--- config.mk ---
export PLATFORM = sky130hd
export DESIGN_NAME = fetch_pc_stage_flat
export DESIGN_NICKNAME = d
export VERILOG_FILES = /design/src/rtl/fetch_pc_stage_pkg.sv /design/src/rtl/fetch_pc_stage_if.sv /design/src/rtl/fetch_pc_stage_if_id_reg.sv /design/src/rtl/fetch_pc_stage.sv /design/src/flat_wrapper.sv
export SDC_FILE = /design/constraint.sdc
export NUM_CORES = 1
export LEC_CHECK = 0
export BUFFER_PORTS_ARGS = -buffer_cell sky130_fd_sc_hd__buf_2
export CAP_MARGIN = 0
export CORE_ASPECT_RATIO = 1.4
export CORE_UTILIZATION = 50
export CTS_CLUSTER_DIAMETER = 60
export DETAILED_ROUTE_END_ITERATION = 8
export PLACE_DENSITY_LB_ADDON = 0.05
export SYNTH_ARGS = -nofsm -noshare
export SYNTH_HDL_FRONTEND = slang
export SYNTH_SLANG_ARGS = --single-unit
--- constraint.sdc ---
create_clock -name clk -period 5.5 [get_ports clk]
set_clock_uncertainty 0.2 [all_clocks]
set_input_delay 0.825 -clock clk [delete_from_list [all_inputs] [get_ports clk]]
set_output_delay 0.825 -clock clk [all_outputs]
set_load 0.02 [all_outputs]
--- src/rtl/fetch_pc_stage_pkg.sv ---
// Shared fetch-stage definitions: word size, PC step, NOP encoding and the IF/ID bundle
// consumed by the ID stage and the EX branch-resolve logic.
package fetch_pc_stage_pkg;

    localparam int XLEN = 32;
    localparam logic [XLEN-1:0] PC_STEP = 32'd4;
    localparam logic [XLEN-1:0] NOP_ENC = 32'h00000000;

    typedef struct packed {
        logic            valid;
        logic [XLEN-1:0] instr;
        logic [XLEN-1:0] pc;
        logic [XLEN-1:0] pc_plus4;
        logic            pred_taken;
        logic [XLEN-1:0] pred_target;
    } if_id_t;

    // Fetch addresses are always word aligned; low two bits are dropped.
    function automatic logic [XLEN-1:0] word_align(input logic [XLEN-1:0] addr);
        return {addr[XLEN-1:2], 2'b00};
    endfunction

endpackage

--- src/rtl/fetch_pc_stage_if.sv ---
// Fetch-side bus: BTB lookup (PC out, prediction back) and the combinational
// instruction-memory read port.
interface fetch_pc_stage_if;
    import fetch_pc_stage_pkg::*;

    logic [XLEN-1:0] btb_pc;
    logic            btb_access;
    logic [XLEN-1:0] btb_predict_pc;
    logic [1:0]      btb_state;
    logic [XLEN-1:0] imem_addr;
    logic [XLEN-1:0] imem_rdata;

    modport master (
        output btb_pc, btb_access, imem_addr,
        input  btb_predict_pc, btb_state, imem_rdata
    );

    modport slave (
        input  btb_pc, btb_access, imem_addr,
        output btb_predict_pc, btb_state, imem_rdata
    );

endinterface

--- src/rtl/fetch_pc_stage_if_id_reg.sv ---
// IF/ID pipeline register with load, hold and flush. A flush only kills the
// instruction; PC/target fields keep their last values.
module fetch_pc_stage_if_id_reg
    import fetch_pc_stage_pkg::*;
#(
    parameter logic [XLEN-1:0] NOP_INSTR = NOP_ENC
) (
    input  logic   clk,
    input  logic   reset,
    input  logic   load,
    input  logic   flush,
    input  if_id_t d,
    output if_id_t q
);

    if_id_t q_reg;

    always_ff @(posedge clk) begin
        if (reset) begin
            q_reg       <= '0;
            q_reg.instr <= NOP_INSTR;
        end else if (flush) begin
            q_reg.valid      <= 1'b0;
            q_reg.instr      <= NOP_INSTR;
            q_reg.pred_taken <= 1'b0;
        end else if (load) begin
            q_reg <= d;
        end
    end

    assign q = q_reg;

endmodule

--- src/rtl/fetch_pc_stage.sv ---
// Instruction-fetch stage: owns the PC, steers it with the BTB prediction or an EX
// redirect, and loads the fetched word into IF/ID.
module fetch_pc_stage
    import fetch_pc_stage_pkg::*;
#(
    parameter logic [XLEN-1:0] RESET_PC  = 32'h00000000,
    parameter logic [XLEN-1:0] NOP_INSTR = NOP_ENC,
    parameter int              CNT_W     = 16
) (
    input  logic                   clk,
    input  logic                   reset,
    input  logic                   stall,
    input  logic                   redirect,
    input  logic [XLEN-1:0]        redirect_pc,
    fetch_pc_stage_if.master       bus,
    output logic                   if_id_valid,
    output logic [XLEN-1:0]        if_id_instr,
    output logic [XLEN-1:0]        if_id_pc,
    output logic [XLEN-1:0]        if_id_pc_plus4,
    output logic                   if_id_pred_taken,
    output logic [XLEN-1:0]        if_id_pred_target,
    output logic [CNT_W-1:0]       redirect_count
);

    logic [XLEN-1:0]  pc_reg;
    logic [CNT_W-1:0] cnt_reg;
    logic [XLEN-1:0]  seq_pc;
    logic [XLEN-1:0]  next_pc;
    logic             pred_taken;
    if_id_t           if_id_d;
    if_id_t           if_id_q;

    assign pred_taken = bus.btb_state[1];
    assign seq_pc     = pc_reg + PC_STEP;
    assign next_pc    = pred_taken ? bus.btb_predict_pc : seq_pc;

    assign bus.btb_pc     = pc_reg;
    assign bus.imem_addr  = pc_reg;
    assign bus.btb_access = ~reset;

    always_ff @(posedge clk) begin
        if (reset) begin
            pc_reg  <= RESET_PC;
            cnt_reg <= '0;
        end else if (redirect) begin
            pc_reg <= word_align(redirect_pc);
            if (~&cnt_reg)
                cnt_reg <= cnt_reg + CNT_W'(1);
        end else if (!stall) begin
            pc_reg <= word_align(next_pc);
        end
    end

    // The unaligned next_pc is kept as the target so EX compares against what was predicted.
    always_comb begin
        if_id_d             = '0;
        if_id_d.valid       = 1'b1;
        if_id_d.instr       = bus.imem_rdata;
        if_id_d.pc          = pc_reg;
        if_id_d.pc_plus4    = seq_pc;
        if_id_d.pred_taken  = pred_taken;
        if_id_d.pred_target = next_pc;
    end

    fetch_pc_stage_if_id_reg #(
        .NOP_INSTR (NOP_INSTR)
    ) u_if_id_reg (
        .clk   (clk),
        .reset (reset),
        .load  (~stall),
        .flush (redirect),
        .d     (if_id_d),
        .q     (if_id_q)
    );

    assign if_id_valid       = if_id_q.valid;
    assign if_id_instr       = if_id_q.instr;
    assign if_id_pc          = if_id_q.pc;
    assign if_id_pc_plus4    = if_id_q.pc_plus4;
    assign if_id_pred_taken  = if_id_q.pred_taken;
    assign if_id_pred_target = if_id_q.pred_target;
    assign redirect_count    = cnt_reg;

endmodule

--- src/flat_wrapper.sv ---
// flat-port wrapper written by rule: the top's interface ports become plain ports
module fetch_pc_stage_flat import fetch_pc_stage_pkg::*;
#(
    parameter logic [XLEN-1:0] RESET_PC  = 32'h00000000,
    parameter logic [XLEN-1:0] NOP_INSTR = NOP_ENC,
    parameter int              CNT_W     = 16
)
  (clk, reset, stall, redirect, redirect_pc, if_id_valid, if_id_instr, if_id_pc, if_id_pc_plus4, if_id_pred_taken, if_id_pred_target, redirect_count, bus_btb_pc, bus_btb_access, bus_imem_addr, bus_btb_predict_pc, bus_btb_state, bus_imem_rdata);
  fetch_pc_stage_if bus_i ();
  input  logic clk;
  input  logic reset;
  input  logic stall;
  input  logic redirect;
  input  logic [XLEN-1:0] redirect_pc;
  output logic if_id_valid;
  output logic [XLEN-1:0] if_id_instr;
  output logic [XLEN-1:0] if_id_pc;
  output logic [XLEN-1:0] if_id_pc_plus4;
  output logic if_id_pred_taken;
  output logic [XLEN-1:0] if_id_pred_target;
  output logic [CNT_W-1:0] redirect_count;
  output wire logic [$bits(bus_i.btb_pc)-1:0] bus_btb_pc;
  output wire logic [$bits(bus_i.btb_access)-1:0] bus_btb_access;
  output wire logic [$bits(bus_i.imem_addr)-1:0] bus_imem_addr;
  input wire logic [$bits(bus_i.btb_predict_pc)-1:0] bus_btb_predict_pc;
  input wire logic [$bits(bus_i.btb_state)-1:0] bus_btb_state;
  input wire logic [$bits(bus_i.imem_rdata)-1:0] bus_imem_rdata;
  assign bus_btb_pc = bus_i.btb_pc;
  assign bus_btb_access = bus_i.btb_access;
  assign bus_imem_addr = bus_i.imem_addr;
  assign bus_i.btb_predict_pc = bus_btb_predict_pc;
  assign bus_i.btb_state = bus_btb_state;
  assign bus_i.imem_rdata = bus_imem_rdata;
  fetch_pc_stage #(.RESET_PC(RESET_PC), .NOP_INSTR(NOP_INSTR), .CNT_W(CNT_W)) u_core (.clk(clk), .reset(reset), .stall(stall), .redirect(redirect), .redirect_pc(redirect_pc), .bus(bus_i), .if_id_valid(if_id_valid), .if_id_instr(if_id_instr), .if_id_pc(if_id_pc), .if_id_pc_plus4(if_id_pc_plus4), .if_id_pred_taken(if_id_pred_taken), .if_id_pred_target(if_id_pred_target), .redirect_count(redirect_count));
endmodule
== Word-level counts from Yosys, hierarchy flattened ==
Cells that the tools add are included.

* Multiplexer cells: 3
* Add/subtract/negate cells: 2
* Eq/ne operators: 1
* Reductions and logical operators: 4
* Bitwise gates (word level): 4

{| class="wikitable"
|+ Operators with widths
! operator !! count
|-
| 32-bit two-way mux || 3
|-
| 32-bit by 3-bit adder with 32-bit output (second input constant) || 1
|-
| 16-bit by 1-bit adder with 16-bit output (second input constant) || 1
|-
| 16-bit AND reduction || 1
|-
| 1-bit inverter || 4
|-
| 2-bit AND reduction || 2
|-
| 2-bit by 1-bit != test with 1-bit output (second input constant) || 1
|-
| 2-bit OR reduction || 1
|}

* Logic and storage cells: 22
* Input port bits: 102
* Register bits: 174
* Output and inout port bits: 211

== Depth between registers and ports, before layout ==
Gate-level depths: netlist of the first run.

* Depth in word-level cells: 4
* Depth in mapped cells: 8
* Gate-level depth less buffers: 6

== Cells and area by module ==
From an unflattened synthesis of the first run, not the netlist that was laid out.

* Cells, all modules: 1046
* Area, all modules: 9396.5 µm²

{| class="wikitable"
|+ Modules (own cells, without submodules)
! module !! instances !! seq. area each (µm²) !! area each (µm²) !! cells an instance
|-
| fetch_pc_stage_if_id_reg || 1 || 2602.5 || 5584.1 || 547
|-
| fetch_pc_stage || 1 || 920.9 || 3812.4 || 499
|}

== Worst setup path after synthesis of the first run ==
OpenSTA, ideal clock, no wires.

* Kind: input port to output port
* From: input port reset
* To: output port bus_btb_access
* Arrival: 1.629 ns
* Stages: 4
* Buffers on the path: 3
* Data required time: 4.475 ns
* Path slack: 2.846 ns
* Cell sequence: clkbuf_1 -> inv_1 -> clkbuf_1 -> clkbuf_1

* Cells in the longest elaborated chain, start to end: 1

{| class="wikitable"
|+ Ends and longest elaborated chain
! item !! line !! text
|-
| start, declared || flat_wrapper.sv:11 || <nowiki>input logic reset;</nowiki>
|-
| 1-bit inverter || fetch_pc_stage.sv:39 || <nowiki>assign bus.btb_access = ~reset;</nowiki>
|-
| end, declared || flat_wrapper.sv:23 || <nowiki>output wire logic [$bits(bus_i.btb_access)-1:0] bus_btb_access;</nowiki>
|}

Every way passes these cells.

== Worst setup path in the final report of the first run ==
Same ends and word-level chain as after synthesis.

==> summary.txt, run 1 <==
Worst setup path
  • Worst Setup End Kind: output pin
  • Critical Path AT: 1.87 ns
  • Crit-path max FO: 22
  • Setup crit start kind: input port
  • Setup CP Type: input port to output pin
  • Worst path required time: 4.47 ns
  • Worst reg-to-reg setup slack: 2.62 ns

Timing
  • RSZ-0062 raised after global routing: no
  • Slew @ Worst Pin: 1.162 ns
  • Final period util: 52.59%
  • Post-route setup TNS: 0 ns
  • Tightest hold margin: 0.2496 ns
  • Fin. max-slew vios: 0
  • Max Fclk: 345.7 MHz
  • Min Tclk post-route: 2.893 ns
  • Final hold vios: 0
  • Max_slew headroom: 22.35%
  • Final setup violation count: 0

Synth
  • Synth Area in Simple Gates: 22.31%
  • Synthesized cell area: 0.007845 sq mm
  • Synth Register Bits: 172
  • Cells after Synth: 970
  • Cell variety after synth: 55
  • Mux contribution to synthesized area: 6.411%
  • Synth area leader: dfxtp_1
  • Xor and xnor area share after synthesis: 3.907%
  • Main synth FF type: dfxtp_1
  • Combinational family with the most area after synthesis: simple AND/OR/NAND/NOR gates
  • Post-synthesis compound-gate area fraction: 14.88%
  • Mean Syn Cell Area: 8.088 sq um
  • FFs w/ async S/R, synth: 0%
  • Ranking of synthesized cells by area: dfxtp_1, a21oi_1, nand2_1
  • Synth warn: 0
  • Synth Area in Adders: 0.3190%
  • Number of enable flip-flop cells after synthesis: 0
  • Seq/Total Area, Yosys: 43.89%
  • Top-area cell type share of the netlist area: 43.89%

Routing
  • Vias/cell: 5.528
  • DRC viols: 0
  • Via count: 7711
  • Antenna-violating nets left: 0
  • DR pass1 iterations: 5
  • Starting DRT DRC Count: 483
  • Final WL: 24.70 mm
  • Routed len/inst: 17.71 microns

Status
  • Status: complete, no violations

Global routing
  • Antenna violations before repair: 1
  • Tot GR Track Use: 29.86%
  • Global-route wire length before repair: 36.98 mm
  • Largest net degree at the start of global routing: 105
  • Grt total ovfl: 0
  • Vias in the first global route: 6982

Pwr
  • Switching component of the power: 867.5 uW
  • Switching Share: 29.29%
  • Power per cell area: 305.7 mW/mm^2
  • Power share of the sequential group: 46.1%
  • IR drop worst, VDD: 0.2261 mV
  • Combinational power share: 14.1%
  • Pwr Total: 2.961 mW
  • Leakage dissipation: 4.527 nW
  • Pint: 2.094 mW
  • Clk pwr share: 39.8%

Cells and area
  • Max reg flops: 126
  • # nets final: 1293
  • Layout cells sized above 1: 29.37%
  • Design area: 0.009687 sq mm
  • Layout area overhead: 23.48%
  • Final core occ: 63.79%

Clock tree
  • Root Driver: clkbuf_16
  • Number of setup buffers added after CTS: 0
  • Resize count post-CTS: 0
  • CTS Sinks: 172
  • CTS Buffer Depth: 2
  • Cts bufs inserted: 17
  • Hold buffers post-CTS: 0
  • Latest clock arrival within the worst-skew pair: 0.42 ns
  • CTS tree: built
  • H-tree levels: 4
  • Worst-path clk slew: 0.07 ns

Die
  • Die area: 0.01620 sq mm
  • Boundary Pins: 313
  • Die Width: 107.9 microns
  • # rows: 53
  • Core region area: 0.01519 sq mm
  • Die height: 150.2 microns
  • Initial Util: 51.66%

Placed design
  • Placed cell area: 0.009109 sq mm
  • Buffers on Ports: 301
  • Detailed Place HPWL: 17.22 mm
  • GPL Wtd Cong: 0.8279

Min path
  • Hold Path Class: flip-flop to flip-flop

Run
  • Max-cap viol count: 0
stage by stage:
step,setup slack [ns],std cells
floorplan,2.846,977
CTS,2.655,1394
finish,2.607,1395
detailed placement,2.224,1362
global placement,2.223,1362
global route,2.529,1394
Yosys cell counts, types with 3 or more instances:
master    number
a211oi_1       5
a21oi_1      112
a311oi_1       4
a31oi_1       11
and3_1        27
and4_1         6
buf_1         11
buf_2         11
buf_4         39
clkbuf_1      55
dfxtp_1      172
inv_1          8
mux2i_1       48
nand2_1      142
nand2b_1       4
nand3_1       29
nand4_1       15
nor2_1       100
nor3_1        26
nor4_1        10
nor4b_1        3
o211ai_1       5
o21a_1         5
o21ai_0       38
o21bai_1       4
o31a_1         5
or3_1          5
xnor2_1       24
xor2_1        11
cells by family after synthesis:
family / count (synthesis)
mux: 50
fa+ha+maj: 2
buf+inv: 127
other cells: 1
flops: 172
simple gates: 378
compound gates: 205
xor+xnor: 35
area by class of cell:
cell class | instances | area [sq um]
tap | 192 | 240.2
inverter | 9 | 33.78
sequential | 172 | 3443
clock inverter | 14 | 136.4
timing repair buffer | 311 | 1597
antenna | 1 | 2.502
multi-input combinational | 678 | 3795
clock buffer | 18 | 439.2
fill | 1418 | 5499
critical path, stage by stage:
cell   delay, ns
buf_4       0.16
inv_1       0.58
buf_2       0.29
layout by cell type, fill, tap and decap left out, drive strengths merged, types with 5 or more instances in the layout:
cell / count
nand3: 29
xnor2: 24
a31oi: 11
and4: 6
clkbuf: 18
mux2i: 48
or3: 5
inv: 14
o211ai: 5
o21ai: 39
clkinv: 7
nand4: 17
conb: 8
nor4: 12
and3: 27
nor2: 100
o31a: 5
nor3: 26
a211oi: 5
o21a: 5
nand2: 142
dfxtp: 172
xor2: 11
a21oi: 112
buf: 311
worst paths after layout:
kind,depth (start not counted),end,startpoint
worst max-delay path,3,bus_btb_access,reset
worst max register to register,6,u_core.bus.btb_pc[18],u_core.bus.btb_pc[2]
worst min-delay path,2,u_core.u_if_id_reg.q[15],u_core.u_if_id_reg.q[15]
worst min register to register,2,u_core.u_if_id_reg.q[15],u_core.u_if_id_reg.q[15]
layer usage:
metal,GRT usage (%),vias to the layer above,share of wire (%)
li1,-,3735,-
met1,34.03,3603,39
met2,52.63,328,51
met3,7.489,43,7.5
met4,12.40,2,2.5
met5,0,-,0.053
power groups by stage:
stage | Combinational, mW | Sequential (mW) | Clock (mW)
6_report | 0.417 | 1.37 | 1.18
3_5_place_dp | 0.416 | 1.39 | 0
2_1_floorplan | 0.228 | 1.44 | 0
4_1_cts | 0.417 | 1.37 | 1.20
3_3_place_gp | 0.413 | 1.39 | 0
5_1_grt | 0.451 | 1.37 | 1.25
No activity file was read; power rests on OpenSTA's default activity.
==> run 2, diff against run 1 <==
Settings changed: CORE_UTILIZATION 50 to 49.
Clock period 5.5 ns to 2.75 ns, I/O delays scaled along.
==> summary.txt, run 2 (same netlist as run 1, synthesis figures left out) <==
Routing
  • Final WL: 25.40 mm
  • Met3 Routed Length: 1.746 mm
  • Met2 WL: 12.75 mm
  • Vias/cell: 5.438
  • Via count: 7825
  • Routed len/inst: 17.65 microns
  • Routed length on met1: 9.861 mm
  • Antenna-violating nets left: 0
  • Starting DRT DRC Count: 482
  • DR pass1 iterations: 7
  • DRC viols: 0
  • Top Metal Used: met4

Die
  • Core region area: 0.01561 sq mm
  • # rows: 54
  • Die area: 0.01653 sq mm
  • Initial Util: 50.26%
  • Boundary Pins: 313
  • Die Width: 108.9 microns
  • Die height: 151.7 microns

Timing
  • Worst setup margin: 0.3675 ns
  • Post-route setup TNS: 0 ns
  • RSZ-0062 raised after global routing: no
  • Slew @ Worst Pin: 0.7603 ns
  • Final period util: 86.64%
  • Final setup violation count: 0
  • Max_slew headroom: 49.13%
  • Max Fclk: 419.7 MHz
  • Fin. max-slew vios: 0
  • Final hold vios: 0
  • Min Tclk post-route: 2.382 ns

Global routing
  • Tot GR Track Use: 30.09%
  • Grt total ovfl: 0
  • Global-route wire length before repair: 37.60 mm
  • Vias in the first global route: 7104
  • Antenna violations before repair: 1
  • Largest net degree at the start of global routing: 100

Pwr
  • Switching component of the power: 1.718 mW
  • Combinational power share: 15.6%
  • Power per cell area: 594.8 mW/mm^2
  • Power share of the sequential group: 45.3%
  • Switching Share: 28.87%
  • IR drop worst, VDD: 0.4901 mV
  • Clk pwr share: 39.1%
  • Leakage dissipation: 4.713 nW
  • Pint: 4.232 mW

Cells and area
  • Register area: 0.003443 sq mm
  • Area of the multi-input gates: 0.003795 sq mm
  • # nets final: 1333
  • Most frequent cells in the layout: buf_2, dfxtp_1, nand2_1, a21oi_1, nor2_1
  • Layout area overhead: 27.51%
  • Commonest non-fill, non-tap cell in the layout: buf_2
  • Final std cells w/o fill: 1439
  • Fill cells: 1458
  • Max reg flops: 126
  • Layout cells sized above 1: 31.40%

Min path
  • Min-delay src: bus_imem_rdata[2]
  • Hold Path Class: input port to flip-flop
  • WHS Endpoint: u_core.u_if_id_reg.q[99]
  • Hold Crit Depth: 3

Worst setup path
  • Worst r2r dst: u_core.bus.btb_pc[26]
  • CP top delay family: simple AND/OR/NAND/NOR gates
  • Crit-path max FO: 18
  • WP buf/inv: 0
  • Levels on crit path: 5
  • Critical path cell sequence: nand4_2 -> or2_2 -> or4_1 -> and3_1 -> a21oi_1
  • Worst path required time: 2.91 ns
  • Worst reg2reg path depth: 5
  • CP max stage cell: or4_1
  • Max incr delay on CP: 0.55 ns
  • Worst Setup End Kind: flip-flop
  • Worst reg-to-reg setup slack: 0.37 ns
  • Setup CP Type: flip-flop to flip-flop
  • Critical Path AT: 2.54 ns
  • Setup crit start kind: flip-flop
  • RR Startpoint: u_core.bus.btb_pc[8]

Clock tree
  • Cts bufs inserted: 17
  • Resize count post-CTS: 0
  • Hold buffers post-CTS: 2
  • CTS Sinks: 172
  • H-tree levels: 4
  • CTS tree: built
  • Number of setup buffers added after CTS: 0
  • CTS Buffer Depth: 2
  • Latest clock arrival within the worst-skew pair: 0.43 ns
  • Root Driver: clkbuf_16
  • Worst-path clk slew: 0.07 ns

Run
  • Max-cap viol count: 0

Placed design
  • Pre-CTS worst setup slack: 0.4057 ns
  • Detailed Place HPWL: 18.36 mm
  • Buffers on Ports: 301
  • GPL Wtd Cong: 0.8931
  • Cell Count Post-Placement: 1404

Status
  • Status: complete, no violations
run 2: worst register-to-register path, stage by stage (launching register included):
cell and delay, ns:
dfxtp_1 0.50, nand4_2 0.22, or2_2 0.50, or4_1 0.56, and3_1 0.22, a21oi_1 0.13
run 2: worst max path at each step:
stage | startpoint | end | slack [ns]
6_report | u_core.bus.btb_pc[8] | u_core.bus.btb_pc[26] | 0.37
2_1_floorplan | u_core.bus.btb_pc[2] | u_core.bus.btb_pc[26] | 0.42
3_5_place_dp | u_core.bus.btb_pc[4] | u_core.bus.btb_pc[31] | 0.41
5_1_grt | u_core.bus.btb_pc[4] | u_core.bus.btb_pc[31] | 0.26
4_1_cts | u_core.bus.btb_pc[4] | u_core.bus.btb_pc[31] | 0.40
3_3_place_gp | u_core.bus.btb_pc[16] | u_core.bus.btb_pc[26] | 0.41
run 2: power by group through the flow:
stage	Sequential [mW]	Combinational, mW	Clock, mW
after CTS	2.69	0.928	2.37
after global placement	2.75	0.917	0
final	2.69	0.929	2.33
after global routing	2.71	1.00	2.46
after detailed placement	2.75	0.922	0
after floorplan	2.87	0.455	0
run 2: cell type report:
type / count / area share [%]
Multi-Input combinational cell: 678 / 37.94
Sequential cell: 172 / 34.42
Timing Repair Buffer: 351 / 19.14
Clock buffer: 20 / 4.565
Tap cell: 196 / 2.452
Clock inverter: 12 / 1.126
Inverter: 9 / 0.3377
Antenna cell: 1 / 0.02502
run 2: through the flow:
step                power, mW  util, %  hold WS (ns)  instance area, sq um
floorplan               3.329        -        0.3206                  7871
global placement        3.662    60.30        0.2310                  9412
detailed placement      3.671    60.30        0.2367                  9412
CTS                     5.988    64.08    0.00005068                 10000
global route            6.168    64.08      0.009513                 10000
finish                  5.950    64.09       0.01020                 10000
run 2: metal layers:
layer / GRT usage (%) / up-vias
li1: - / 3822
met2: 51.45 / 311
met5: 0 / -
met4: 16.28 / 0
met3: 7.442 / 57
met1: 34.01 / 3635
==> run 3, diff against run 2 <==
Settings changed: BUFFER_PORTS_ARGS -buffer_cell sky130_fd_sc_hd__buf_2 to default, CORE_UTILIZATION 49 to 50, DONT_BUFFER_PORTS from default to 1.
==> summary.txt, run 3 (same netlist as run 1, synthesis figures left out) <==
Status
  • Status: complete, no violations

Timing
  • Final hold vios: 0
  • Slew @ Worst Pin: 1.030 ns
  • Max_slew headroom: 31.23%
  • Min Tclk post-route: 2.476 ns
  • RSZ-0062 raised after global routing: no
  • Final period util: 90.05%
  • Max Fclk: 403.8 MHz
  • Final setup violation count: 0
  • Fin. max-slew vios: 0
  • Post-route setup TNS: 0 ns
  • Tightest hold margin: 0.003605 ns

Clock tree
  • Latest clock arrival within the worst-skew pair: 0.43 ns
  • CTS Sinks: 172
  • CTS tree: built
  • CTS Buffer Depth: 2
  • Cts bufs inserted: 17
  • Root Driver: clkbuf_16
  • H-tree levels: 4
  • Worst-path clk slew: 0.07 ns
  • Number of setup buffers added after CTS: 0
  • Resize count post-CTS: 0

Routing
  • Antenna-violating nets left: 0
  • Vias/cell: 5.939
  • Final WL: 26.49 mm
  • Routed len/inst: 22.09 microns
  • Via count: 7121
  • DRC viols: 0
  • Starting DRT DRC Count: 518
  • DR pass1 iterations: 5

Global routing
  • Largest net degree at the start of global routing: 112
  • Global-route wire length before repair: 39.00 mm
  • Vias in the first global route: 7035
  • Grt total ovfl: 0
  • Tot GR Track Use: 32.41%
  • Antenna violations before repair: 1

Cells and area
  • Fill cells: 1389
  • Design area: 0.009190 sq mm
  • Commonest non-fill, non-tap cell in the layout: dfxtp_1
  • Final std cells w/o fill: 1199
  • # nets final: 1097
  • Layout cells sized above 1: 9.245%
  • Max reg flops: 126
  • Layout area overhead: 17.15%
  • Most frequent cells in the layout: dfxtp_1, nand2_1, a21oi_1, nor2_1, dlygate4sd3_1
  • Area of the multi-input gates: 0.003795 sq mm
  • Register area: 0.003443 sq mm

Min path
  • Hold Path Class: input port to flip-flop
  • Hold Crit Depth: 2
  • Min-delay src: redirect_pc[24]
  • WHS Endpoint: u_core.bus.btb_pc[24]

Die
  • Die Width: 107.9 microns
  • Boundary Pins: 313
  • # rows: 53
  • Initial Util: 51.66%
  • Die area: 0.01620 sq mm
  • Die height: 150.2 microns
  • Core region area: 0.01519 sq mm

Worst setup path
  • Worst reg-to-reg setup slack: 0.27 ns
  • Worst Setup End Kind: flip-flop
  • Worst reg2reg path depth: 6
  • Worst r2r dst: u_core.bus.btb_pc[31]
  • RR Startpoint: u_core.bus.btb_pc[12]
  • Critical Path AT: 2.58 ns
  • Setup CP Type: flip-flop to flip-flop
  • Crit-path max FO: 6
  • Setup crit start kind: flip-flop
  • Worst path required time: 2.85 ns

Run
  • Max-cap viol count: 0

Placed design
  • Detailed Place HPWL: 17.54 mm
  • Buffers on Ports: 0
  • GPL Wtd Cong: 0.8670
  • Placed cell area: 0.007880 sq mm
  • Cell Count Post-Placement: 1100

Pwr
  • Leakage dissipation: 3.584 nW
  • IR drop worst, VDD: 0.3966 mV
  • Pwr Total: 6.005 mW
  • Power per cell area: 653.4 mW/mm^2
## run 3: cell types whose count changed in the layout (fill, tap and decap cells not counted), sizes merged
cell         delta
inv             +3
clkinv          +1
dlygate4sd3    +62
bufinv          +1
buf           -298
clkinvlp        -5
## run 3: layer usage
metal,track usage (%),routed length [microns],vias to the layer above
met5,0,0,-
met4,15.82,1017,0
met3,10.22,2156,69
met2,57.66,13580,320
met1,34.22,9733,3393
li1,-,-,3339
## run 3: power breakdown
group | leakage [nW] | internal [mW] | switching [mW]
clock | 0.306 | 1.44 | 1.07
combinational | 1.87 | 0.255 | 0.430
sequential | 1.41 | 2.60 | 0.210
total | 3.58 | 4.30 | 1.71
## run 3: cell type report
class	count	area share, %
antenna	1	0.02723
clock buffer	20	5.078
clock inverter	12	1.661
inverter	9	0.3676
multi-input combinational	678	41.29
sequential	172	37.47
tap	192	2.614
timing repair buffer	115	11.49
## run 3: through the flow
stage	util, %	setup slack, ns
CTS	60.50	0.3221
global placement	51.89	0.3882
finish	60.52	0.2735
floorplan	-	0.4213
global route	60.52	0.1662
detailed placement	51.89	0.3449
## run 3: critical path, cell delays in order (launching register included)
cell	delay (ns)
dfxtp_1	0.48
nand4_1	0.25
nor4_1	0.50
buf_4	0.23
and4_1	0.26
mux2i_1	0.28
o211ai_1	0.13
## run 3: how the worst max path moves through the flow
stage | startpoint | endpoint | slack (ns)
3_5_place_dp | u_core.bus.btb_pc[3] | u_core.bus.btb_pc[26] | 0.34
5_1_grt | u_core.bus.btb_pc[3] | u_core.bus.btb_pc[22] | 0.17
4_1_cts | u_core.bus.btb_pc[3] | u_core.bus.btb_pc[26] | 0.32
2_1_floorplan | u_core.bus.btb_pc[2] | u_core.bus.btb_pc[26] | 0.42
6_report | u_core.bus.btb_pc[12] | u_core.bus.btb_pc[31] | 0.27
3_3_place_gp | u_core.bus.btb_pc[2] | u_core.u_if_id_reg.q[19] | 0.39
## run 3: timing repair
action | 4_1_cts | 5_1_grt
endpoints found under the setup margin | 0 | 0
hold endpoints to repair | 152 | 0
hold buffers | 66 | 0
